## src/rtl/mult_twiddle_ctrl_pkg.sv

```systemverilog
// Shared definitions for the 2x2 twiddle-multiply sequencer: default FFT size,
// controller state encoding and a helper for the per-dimension group count.
package mult_twiddle_ctrl_pkg;

  localparam int unsigned N_LOG2_DEF = 3;

  typedef enum logic [1:0] {
    ST_IDLE  = 2'd0,
    ST_RUN   = 2'd1,
    ST_DRAIN = 2'd2
  } state_e;

  // Groups per dimension: k1 and k2 each span 0 .. N/2-1.
  function automatic int unsigned half_n(input int unsigned n_log2);
    return (32'd1 << n_log2) / 32'd2;
  endfunction

endpackage

```

## src/rtl/mult_valid_pipe.sv

```systemverilog
// Fixed-depth shift register carrying valid/last alongside the ROM read and
// multiplier pipeline; async clear drops any in-flight groups.
module mult_valid_pipe #(
  parameter int unsigned DEPTH = 3
) (
  input  logic clk_i,
  input  logic rst_i,
  input  logic valid_i,
  input  logic last_i,
  output logic valid_o,
  output logic last_o
);

  logic [DEPTH-1:0] vld_q;
  logic [DEPTH-1:0] lst_q;

  always_ff @(posedge clk_i or posedge rst_i) begin
    if (rst_i) begin
      vld_q <= '0;
      lst_q <= '0;
    end else begin
      vld_q[0] <= valid_i;
      lst_q[0] <= valid_i & last_i;
      for (int unsigned i = 1; i < DEPTH; i++) begin
        vld_q[i] <= vld_q[i-1];
        lst_q[i] <= lst_q[i-1];
      end
    end
  end

  assign valid_o = vld_q[DEPTH-1];
  assign last_o  = lst_q[DEPTH-1];

endmodule

```

## src/rtl/mult_twiddle_ctrl.sv

```systemverilog
// Sequencer for the 2x2 twiddle-multiply stage: accepts (N/2)^2 groups per
// frame, drives twiddle ROM addresses, tracks pipeline latency and credits.
module mult_twiddle_ctrl
  import mult_twiddle_ctrl_pkg::*;
#(
  parameter int unsigned N_LOG2   = N_LOG2_DEF,
  parameter int unsigned MULT_LAT = 2,
  parameter int unsigned ROM_LAT  = 1,
  parameter int unsigned CREDITS  = 4
) (
  input  logic              clk,
  input  logic              rst,
  input  logic              start,
  output logic              busy,
  output logic              done,
  input  logic              in_valid,
  output logic              in_ready,
  output logic              cap_en,
  output logic [N_LOG2-1:0] tw_addr_2,
  output logic [N_LOG2-1:0] tw_addr_3,
  output logic [N_LOG2-1:0] tw_addr_4,
  output logic              out_valid,
  output logic              out_last,
  input  logic              credit_ret,
  output logic              err
);

  localparam int unsigned       HALF     = half_n(N_LOG2);
  localparam int unsigned       CW       = $clog2(CREDITS + 1);
  localparam logic [N_LOG2-1:0] K_MAX    = N_LOG2'(HALF - 1);
  localparam logic [CW-1:0]     CRED_MAX = CW'(CREDITS);

  state_e            state_q;
  logic [N_LOG2-1:0] k1_q;
  logic [N_LOG2-1:0] k2_q;
  logic [CW-1:0]     cred_q;
  logic              busy_q;
  logic              done_q;
  logic              err_q;

  logic              accept;
  logic              last_grp;
  logic              start_ok;
  logic              err_set;
  logic [N_LOG2:0]   k_sum;
  logic              pipe_valid;
  logic              pipe_last;

  always_comb begin
    in_ready = (state_q == ST_RUN) && (cred_q != '0);
    accept   = in_valid & in_ready;
    last_grp = (k1_q == K_MAX) && (k2_q == K_MAX);
    start_ok = start && (state_q == ST_IDLE);
    // A return that coincides with an accept is a net no-op, never an overflow.
    err_set  = (credit_ret && !accept && (cred_q == CRED_MAX)) ||
               (start && (state_q != ST_IDLE));
    k_sum    = {1'b0, k1_q} + {1'b0, k2_q};
  end

  assign cap_en    = accept;
  assign tw_addr_2 = k2_q;
  assign tw_addr_3 = k1_q;
  assign tw_addr_4 = N_LOG2'(k_sum);
  assign busy      = busy_q;
  assign done      = done_q;
  assign err       = err_q;
  assign out_valid = pipe_valid;
  assign out_last  = pipe_last;

  always_ff @(posedge clk or posedge rst) begin
    if (rst) begin
      state_q <= ST_IDLE;
      k1_q    <= '0;
      k2_q    <= '0;
      cred_q  <= CRED_MAX;
      busy_q  <= 1'b0;
      done_q  <= 1'b0;
      err_q   <= 1'b0;
    end else begin
      done_q <= 1'b0;
      err_q  <= err_set | (err_q & ~start_ok);

      if (accept && !credit_ret) begin
        cred_q <= cred_q - CW'(1);
      end else if (credit_ret && !accept && (cred_q != CRED_MAX)) begin
        cred_q <= cred_q + CW'(1);
      end

      unique case (state_q)
        ST_IDLE: begin
          if (start) begin
            state_q <= ST_RUN;
            busy_q  <= 1'b1;
            k1_q    <= '0;
            k2_q    <= '0;
          end
        end
        ST_RUN: begin
          if (accept) begin
            if (k2_q == K_MAX) begin
              k2_q <= '0;
              k1_q <= last_grp ? '0 : k1_q + N_LOG2'(1);
            end else begin
              k2_q <= k2_q + N_LOG2'(1);
            end
            if (last_grp) begin
              state_q <= ST_DRAIN;
            end
          end
        end
        ST_DRAIN: begin
          // The final group is the youngest in the chain, so its exit empties it.
          if (pipe_last) begin
            state_q <= ST_IDLE;
            busy_q  <= 1'b0;
            done_q  <= 1'b1;
          end
        end
        default: state_q <= ST_IDLE;
      endcase
    end
  end

  mult_valid_pipe #(
    .DEPTH(ROM_LAT + MULT_LAT)
  ) u_valid_pipe (
    .clk_i   (clk),
    .rst_i   (rst),
    .valid_i (accept),
    .last_i  (last_grp),
    .valid_o (pipe_valid),
    .last_o  (pipe_last)
  );

endmodule

```

## config.mk

```make
export PLATFORM = sky130hd
export DESIGN_NAME = mult_twiddle_ctrl
export DESIGN_NICKNAME = d
export VERILOG_FILES = /design/src/rtl/mult_twiddle_ctrl_pkg.sv /design/src/rtl/mult_valid_pipe.sv /design/src/rtl/mult_twiddle_ctrl.sv
export SDC_FILE = /design/constraint.sdc
export NUM_CORES = 1
export LEC_CHECK = 0
export BUFFER_PORTS_ARGS = -buffer_cell sky130_fd_sc_hd__buf_4
export CAP_MARGIN = 10
export CORE_MARGIN = 3
export CORE_UTILIZATION = 50
export CTS_BUF_LIST = sky130_fd_sc_hd__clkbuf_4
export DETAILED_ROUTE_END_ITERATION = 10
export PLACE_DENSITY_LB_ADDON = 0.2
export REMOVE_ABC_BUFFERS = 1
export SLEW_MARGIN = 25
export SYNTH_ARGS = -nofsm -noshare
export SYNTH_HDL_FRONTEND = slang
export SYNTH_SLANG_ARGS = --single-unit
```

## constraint.sdc

```tcl
create_clock -name clk -period 2.3 [get_ports clk]
set_input_delay 0.23 -clock clk [delete_from_list [all_inputs] [get_ports clk]]
set_output_delay 0.23 -clock clk [all_outputs]
set_load 0.01 [all_outputs]
```

==> summary.txt <==
Die
  – Io pins: 21
  – Die Width: 51.9 um
  – Core Region: 1860 sq um
  – Die height: around 52 um
  – Die area: roughly 2700 sq um
  – Initial Util: 0.568
  – Num rows: 15

Critical path
  – Critical Path Max Stage Delay: roughly 0.49 ns
  – Setup crit start kind: flop
  – CP required: approximately 2.5 ns
  – CP max-delay cell: dfrtp_1
  – Crit end category: flop
  – Worst-path maximum fanout: 10
  – Crit-path cells: nor3_1, nor2_1, nand2_1, fa_1, nor2b_1, a2111oi_2
  – Worst Path Arrival: between 2 and 2.5 ns
  – Critical path class: reg -> reg
  – R2R depth: 6

Timing
  – Worst setup margin: approximately 0.30 ns
  – Setup TNS: 0 ns
  – Final setup violation count: 0
  – Tcrit/Tclk final: 0.870
  – Slew HR: 0.520
  – RSZ-0062 raised after global routing: no
  – Fin. max-slew vios: 0
  – Minimum clock period: around 2.0 ns
  – Slew @ Worst Pin: ~0.72 ns
  – Worst Skew: ~0.0036 ns
  – Fin Hold WS: 0.0401 ns
  – Fmax: between 400 and 500 MHz
  – Hold Fails Final Rpt: 0

Clock network
  – H-tree depth: 1
  – Post-CTS Repair Setup Buffers: 0
  – Cts hold-fix bufs: 0
  – CTS buffer count: 3
  – Worst-Skew Late Latency: ~0.3 ns
  – TritonCTS clock tree: built
  – Worst-path clk slew: roughly 0.11 ns
  – Clock Tree Root: clkbuf_4
  – CTS Sinks: 20
  – Cts repair resizes: 0
  – CTS Buffer Depth: 2

Run status
  – Status: finished, final reports clean

Power and ir drop
  – Pwr/cell area: around 1300 nW/um^2
  – Maximum VDD drop: approximately 0.00080 V
  – Tot Pwr: approximately 0.0017 W
  – Static leakage: ~0.60 nW

Detailed routing
  – WL per Instance: around 14 um
  – Drt pass-1 iters: 4
  – DRT Wirelength: 2030 um
  – 1st-iter DRT viols: 13
  – DR vias/cell: ~5.5
  – Total number of vias: a little over 800
  – DRC viols: 0
  – DRT antenna net count: 0

Placement
  – DP Wirelength: 1530 um
  – Port Buffers: 20
  – GP Congestion: a little over 0.8
  – Dpl ws: approximately 0.32 ns

Global route
  – Total GRT Usage: 0.167
  – Vias in the first global route: about 750
  – GR Overflow Total: 0
  – First-pass GRT wire length: about 3300 um
  – Met1 usage: 0.222
  – Busiest grt layer: met2
  – Largest net degree at the start of global routing: 21
  – M2 GR Usage: 0.266
  – Initial antenna violation count: 0
  – Met3 Use GR: 0.0258

Finish
  – Filler cells: 144
  – Antenna Cells: 0
  – Area grow syn2layout: 22.1%
  – Layout Nets: 132
  – Share of layout cells above drive strength 1: 0.273

Logic synthesis
  – Flops & latches, synth: 20
  – Synth Cell Area: roughly 1100 sq um
  – Cell variety after synth: 39
  – Sequential share of the synthesized area: 0.476
  – Gate Count Post-Synth: 99
  – Top FF cell, synth: dfrtp_1
  – Syn_area_per_cell: ~11 sq um
  – Syn. warnings: 0
  – Post-synth ARST share: 1.00
  – Post-synth EDFFs: 0

Flow run
  – Max cap viols: 0

Min path
  – Worst Hold Class: in -> async
==> metrics by stage <==
| stage | instances | utilization | instance area, sq um |
|---|---|---|---|
| 3_3_place_gp | 142 | 0.665 | 1230 |
| 3_5_place_dp | 142 | 0.665 | 1230 |
| 5_1_grt | 146 | 0.693 | 1290 |
| 2_1_floorplan | 95 | - | 1040 |
| 4_1_cts | 146 | 0.693 | 1290 |
| 6_report | 146 | 0.693 | 1290 |
==> area by class of cell <==
class,count,area [sq um],share of cell area
Multi-Input combinational cell,64,495,0.385
Clock buffer,3,22.5,0.0175
Sequential cell,20,502,0.390
Inverter,11,41.3,0.0321
Clock inverter,1,30.0,0.0233
Tap cell,25,31.3,0.0243
Timing Repair Buffer,22,165,0.128
==> final timing paths <==
kind                            slack (ns)                    end             startpoint
worst max-delay path                  0.30              cred_q[1]              cred_q[1]
worst min-delay path                  0.04           tw_addr_2[2]                    rst
worst max register to register        0.30              cred_q[1]              cred_q[1]
worst min register to register        0.36  u_valid_pipe.vld_q[2]  u_valid_pipe.vld_q[1]
max in group asynchronous             1.81  u_valid_pipe.lst_q[2]                    rst
min in group clk                      0.14           tw_addr_2[2]               in_valid
==> routing by layer <==
layer / vias up / part of all wire
li1: 393 / -
met1: 388 / 0.47
met2: 23 / 0.46
met3: 4 / 0.054
met4: 0 / 0.016
met5: - / 0
==> cells by family (layout without fill, tap and decap cells) <==
kind of cell               after synthesis  after routing  share of synthesized area
and+or+nand+nor                         32             32                      0.185
AOI/OAI and AO/OA                       20             20                      0.149
DFF                                     20             20                      0.476
buffers and inverters                   15             37                     0.0546
adders and majority gates                5              5                     0.0736
xor gates and xnor gates                 4              4                     0.0332
muxes                                    3              3                     0.0285
==> where the power goes <==
group / leakage [nW] / internal [W] / switching [W]
logic: 0.326 / 0.000425 / 0.000421
clock network: 0.0279 / 0.000176 / 0.000106
registers: 0.245 / 0.000461 / 0.000118
total: 0.599 / 0.00106 / 0.000645
==> Yosys cell counts (3+ instances only) <==
cell / n / area share
ha_1: 3 / 0.036
inv_1: 11 / 0.039
mux2i_1: 3 / 0.028
nand3_1: 3 / 0.014
clkbuf_1: 3 / 0.011
nand2_1: 5 / 0.018
o21ai_0: 3 / 0.014
o211ai_1: 3 / 0.021
nor3_1: 4 / 0.019
nor2_1: 3 / 0.011
dfrtp_1: 19 / 0.45
nand2b_1: 5 / 0.030
==> critical path: cells and delay by family (launching register included) <==
| family | cells | cell delay, ns |
|---|---|---|
| flops | 1 | 0.49 |
| compound gates | 1 | 0.22 |
| simple gates | 4 | 0.75 |
| fa+ha+maj | 1 | 0.44 |
==> sequential cells by signal, summed over array words and instances, names as in the netlist <==
register and cells:
busy 1, u_valid_pipe.vld_q 3, state_q 2, tw_addr_2 3
cred_q 3, tw_addr_3 3, done 1, u_valid_pipe.lst_q 3
err 1
==> cells in the final DEF (no fill, tap or decap), drive strengths merged, types with 3 or more instances in the layout <==
master  synthesis  routed
nand3           3       3
clkbuf          3       3
nor2            3       3
nand2b          5       5
inv            11      11
ha              3       3
nand2           5       5
buf             1      22
o211ai          3       3
nor3            4       4
mux2i           3       3
dfrtp          19      19
o21ai           3       3
(Power assumes the default switching activity.)
